===== src/rtl/counter_timer_ctrl.sv =====
// Sequencing controller that turns an external synchronous up counter into a
// one-shot or periodic timer, pulsing done once per elapsed period.
module counter_timer_ctrl #(
   parameter int N = 8
) (
   input  logic         clk,
   input  logic         rst,
   input  logic         start,
   input  logic         stop,
   input  logic         hold,
   input  logic         mode,
   input  logic [N-1:0] period,
   input  logic [N-1:0] cnt_q,
   output logic         cnt_rst,
   output logic         cnt_en,
   output logic         busy,
   output logic         done,
   output logic         start_err,
   output logic         state_dbg
);

   typedef enum logic {
      IDLE = 1'b0,
      RUN  = 1'b1
   } state_t;

   state_t       state;
   logic [N-1:0] period_r;
   logic         mode_r;
   logic [N-1:0] period_m1;
   logic         tc;

   // period_r is never 0 while RUN, so this cannot underflow when it matters.
   assign period_m1 = period_r - N'(1);
   assign tc        = (state == RUN) && !hold && !stop && (cnt_q == period_m1);

   assign busy      = (state == RUN);
   assign cnt_en    = (state == RUN) && !hold;
   assign cnt_rst   = rst || (state != RUN) || (tc && mode_r);
   assign state_dbg = state;

   always_ff @(posedge clk) begin
      if (rst) begin
         state     <= IDLE;
         period_r  <= '0;
         mode_r    <= 1'b0;
         done      <= 1'b0;
         start_err <= 1'b0;
      end else begin
         done      <= 1'b0;
         start_err <= 1'b0;
         case (state)
            IDLE: begin
               if (start) begin
                  if (period != '0) begin
                     period_r <= period;
                     mode_r   <= mode;
                     state    <= RUN;
                  end else begin
                     start_err <= 1'b1;
                  end
               end
            end
            RUN: begin
               // stop outranks terminal count: an aborted timer never reports done.
               if (stop) begin
                  state <= IDLE;
               end else if (tc) begin
                  done <= 1'b1;
                  if (!mode_r) state <= IDLE;
               end
            end
            default: state <= IDLE;
         endcase
      end
   end

endmodule


===== config.mk =====
export PLATFORM = sky130hd
export DESIGN_NAME = counter_timer_ctrl
export DESIGN_NICKNAME = d
export VERILOG_FILES = /design/src/rtl/counter_timer_ctrl.sv
export SDC_FILE = /design/constraint.sdc
export NUM_CORES = 1
export LEC_CHECK = 0
export CORE_UTILIZATION = 38
export CTS_BUF_LIST = sky130_fd_sc_hd__clkbuf_16
export DETAILED_ROUTE_END_ITERATION = 7
export GPL_TIMING_DRIVEN = 1
export PLACE_DENSITY = 0.84
export SLEW_MARGIN = 20
export SYNTH_ARGS = -nofsm -noshare
export SYNTH_HDL_FRONTEND = slang
export SYNTH_SLANG_ARGS = --single-unit

===== constraint.sdc =====
create_clock -name clk -period 1.62 [get_ports clk]
set_input_delay 0.162 -clock clk [delete_from_list [all_inputs] [get_ports clk]]
set_output_delay 0.162 -clock clk [all_outputs]
set_load 0.005 [all_outputs]

==> results <==
- The final total power is 1.05 mW.
- For this run, the post-layout net count is 157.
- After detailed routing, the average wire length per cell comes to 13.2 um.
- The kind of critical path is reg -> out.
- The number of pins exceeding their max-slew limit in the final report is 0.
- The origin of the critical flop-to-flop path is period_r[0].
- The worst slack on hold paths is 0.480 ns.
- Dividing total power by cell area gives a power density of 847 nW/um^2.
- The initial utilization of the core area, before any placement, comes to 0.407.
- Leaving out fill and tap cells, the most frequent cells in the layout are 26 x sky130_fd_sc_hd__clkdlybuf4s50_1, 17 x sky130_fd_sc_hd__buf_4, 14 x sky130_fd_sc_hd__nand2_1.
- For this run, the leading register cell type out of synthesis is sky130_fd_sc_hd__dfxtp_1.
- The worst hold path terminates at mode_r.
- The most common cell after layout, fill and taps aside is sky130_fd_sc_hd__clkdlybuf4s50_1.
- The height of the die is about 45 um.
- The flow ran to the end, but the final reports show violations.
- After synthesis, the netlist uses 31 different library cells.
- For this run, the top clock speed supported by timing is 459 MHz.
- The first-pass iteration count of the detailed router is 4.
- From synthesis to final layout, the design area changed by 75.0%.
- The slowest library cell on the worst path is sky130_fd_sc_hd__or4_4.
- Across all register-to-register paths, the minimum setup slack is -0.23 ns.
- The final period utilization is 1.34.
- Excluding fillers, the count of instances in the completed layout stands at 158.
- The max capacitance violation total is 0.
- CTS saw 12 sinks.
- The remaining number of nets flagged by the antenna check after routing is 0.
- The layout cell share with drive strength beyond 1 is 0.263.
- The final reports fail on negative setup slack.
- The Yosys step of the flow raised 0 warnings.
- The number of nets in the synthesized netlist is around 110.
- The detailed router finished its first iteration with 17 violations.
- Counting instances, the worst hold path has a depth of 2.
- The via density per instance is around 5.1.
- The clock root buffer is sky130_fd_sc_hd__clkbuf_16.
- TritonCTS built the clock tree.
- The number of setup violations in the final report is 3.
- The number of clock buffers added by TritonCTS is 3.
- Of the synthesized area, sequential elements account for 0.338.
- The number of buffers added on ports is 27.
- The core area is 1750 sq um.
- The sort of element at the start of the critical path is a flip-flop.
- At the end of the flow the core is filled with cells to 0.713.
- The cell total after placement is 151.
- Walking the worst path, the cells encountered are or4_4, or3_1, a21o_1, nand3_2, a311o_1, buf_2.
- Entering global routing, the biggest net connects 13 pins.
- The diode insertion count for antenna repair is 0.
- For the pin with the worst max-slew slack, the measured transition is 0.334 ns.
- The number of antenna violations at the first check in global routing is 0.
- The wire-length estimate of the detail-placed layout is 1520 um.
- STA puts the critical path data arrival time at around 2.0 ns.
- The worst register-to-register path ends at done.
- The placement row count is 15.
- The final weighted congestion in routability-driven placement is 0.773.
- Measured against its own limit, the worst slew margin works out to 0.775.
- The total vias in the final route is 802.
- The area enclosed by the die boundary is 2050 sq um.
- After detailed routing, the number of remaining DRC violations is 0.
- The logic depth of the worst register-to-register path is 6.
- The post-synthesis instance area is 711 sq um.
- The wire length reported by the detailed router is 2090 um.
- For this design, the CTS-stage hold fixing added 0 buffers.
- The number of ports placed on the die boundary is 28.
- The global-route wire length before repair is 3360 um.
- The share of synthesized flip-flops with an asynchronous set or reset is 0.
- The kind of path behind the tightest hold check is reg -> reg.
- In this run the most critical hold path is launched from mode_r.
- The maximum cell stage delay along the critical path is 0.53 ns.
- The depth of the CTS H-tree is 1.
- The maximum net fanout on the critical path is 4.
- Counting flops and latches in the post-synthesis netlist gives 12.
- Setup repair after global routing could not meet its margin everywhere.
- In this run the horizontal extent of the chip is approximately 45 um.
- The slack of the critical path is -0.556 ns.
- At the worst endpoint, the required time is 1.46 ns.
- The worst-case IR drop observed on VDD is 0.759 mV.
- The via count of the first global-routing pass is 789.
- The pre-CTS worst setup slack is -0.698 ns.
- The final number of hold-violating endpoints is 0.
- The worst path in the final design needs a cycle of around 2.2 ns, including I/O delays and setup.
- The clock insertion delay at the later pin of the skew report is approximately 0.24 ns.
- For this run the aggregate overflow at the end of global routing stands at 0.
- The overall fraction of global-route tracks in use is 0.233.
- The worst setup path is captured at a primary output.
- Synthesis handed over a netlist of 88 instances.
- The clock tree buffer depth is 2.
- The number of enable flip-flop cells after synthesis is 0.
- The average footprint of a synthesized cell is roughly 8.1 sq um.
- The standby leakage power is 0.501 nW.
- After clock tree synthesis, the clock-pin slew on the worst setup and hold paths is approximately 0.040 ns.
- Across the routed clock network, the largest skew measured is 0.00238 ns.
[worst max-delay path: cells and delay by family (launching register included)]
kind / cells / cell delay (ns)
AOI/OAI and AO/OA: 2 / 0.37
buffers and inverters: 1 / 0.12
DFF: 1 / 0.33
and+or+nand+nor: 3 / 0.95
[power breakdown]
part | internal [mW] | leakage [nW] | switching (mW)
clock | 0.325 | 0.0385 | 0.126
combinational | 0.162 | 0.364 | 0.113
sequential | 0.313 | 0.0992 | 0.0146
total | 0.799 | 0.501 | 0.254
[cells by family (layout without fill, tap and decap cells)]
kind of cell,count (synthesis),after routing,share of synthesized area
adders and majority gates,1,1,0.0176
buffers and inverters,6,51,0.0370
and+or+nand+nor,42,42,0.317
AOI/OAI and AO/OA,16,16,0.146
DFF,12,12,0.338
muxes,1,1,0.0211
xor gates and xnor gates,10,10,0.123
[state kept, by name, indices dropped and copies added (netlist names)]
register	count
mode_r	1
start_err	1
busy	1
done	1
period_r	8
[metal layers]
layer  vias up  share of wire  global-route usage  wire length, um
met1       384           0.43               0.268              897
met4         0          0.020               0.133               42
li1        395              -                   -                -
met2        18           0.52               0.412             1100
met3         5          0.026              0.0280               54
met5         -              0                   0                0
[Yosys cell counts, drive strengths merged, types with 2 or more instances]
cell type | instances | area (sq um)
a21oi | 7 | 35.0
nor3 | 2 | 10.0
xnor2 | 6 | 52.6
xor2 | 4 | 35.0
nor2b | 2 | 12.5
clkbuf | 2 | 7.51
a21o | 3 | 22.5
nand2 | 15 | 56.3
nor2 | 6 | 25.0
nor4 | 2 | 12.5
a22oi | 3 | 22.5
nand3 | 4 | 25.0
inv | 3 | 11.3
nand2b | 2 | 12.5
nor3b | 2 | 15.0
dfxtp | 12 | 240
[metrics by stage]
stage	TNS, ns	cell area, sq um
floorplan	-0.0824	712
global placement	-1.09	1100
detailed placement	-1.45	1100
CTS	-0.734	1230
global route	-1.03	1240
finish	-0.847	1240
[cell type report]
type                            instances  area (sq um)
Tap cell                               25          31.3
Fill cell                             145           502
Timing Repair Buffer                   44           393
Sequential cell                        12           243
Clock buffer                            3          75.1
Clock inverter                          1          3.75
Multi-Input combinational cell         70           487
Inverter                                3          11.3
[what timing repair did]
action / in CTS / in global routing
endpoints found under the setup margin: 3 / 10
cloned: 0 / 0
pin swaps: 7 / 5
resized for setup: 11 / 2
endpoints found under the hold margin: 0 / 0
setup buffers: 2 / 1
[how the worst max path moves through the flow]
stage	end	depth (start not counted)	startpoint
finish	cnt_rst	6	period_r[0]
floorplan	cnt_rst	5	period_r[1]
global route	cnt_rst	6	period_r[0]
CTS	cnt_rst	6	period_r[3]
global placement	cnt_rst	8	period_r[1]
detailed placement	cnt_rst	8	period_r[1]
(Power assumes the default switching activity.)
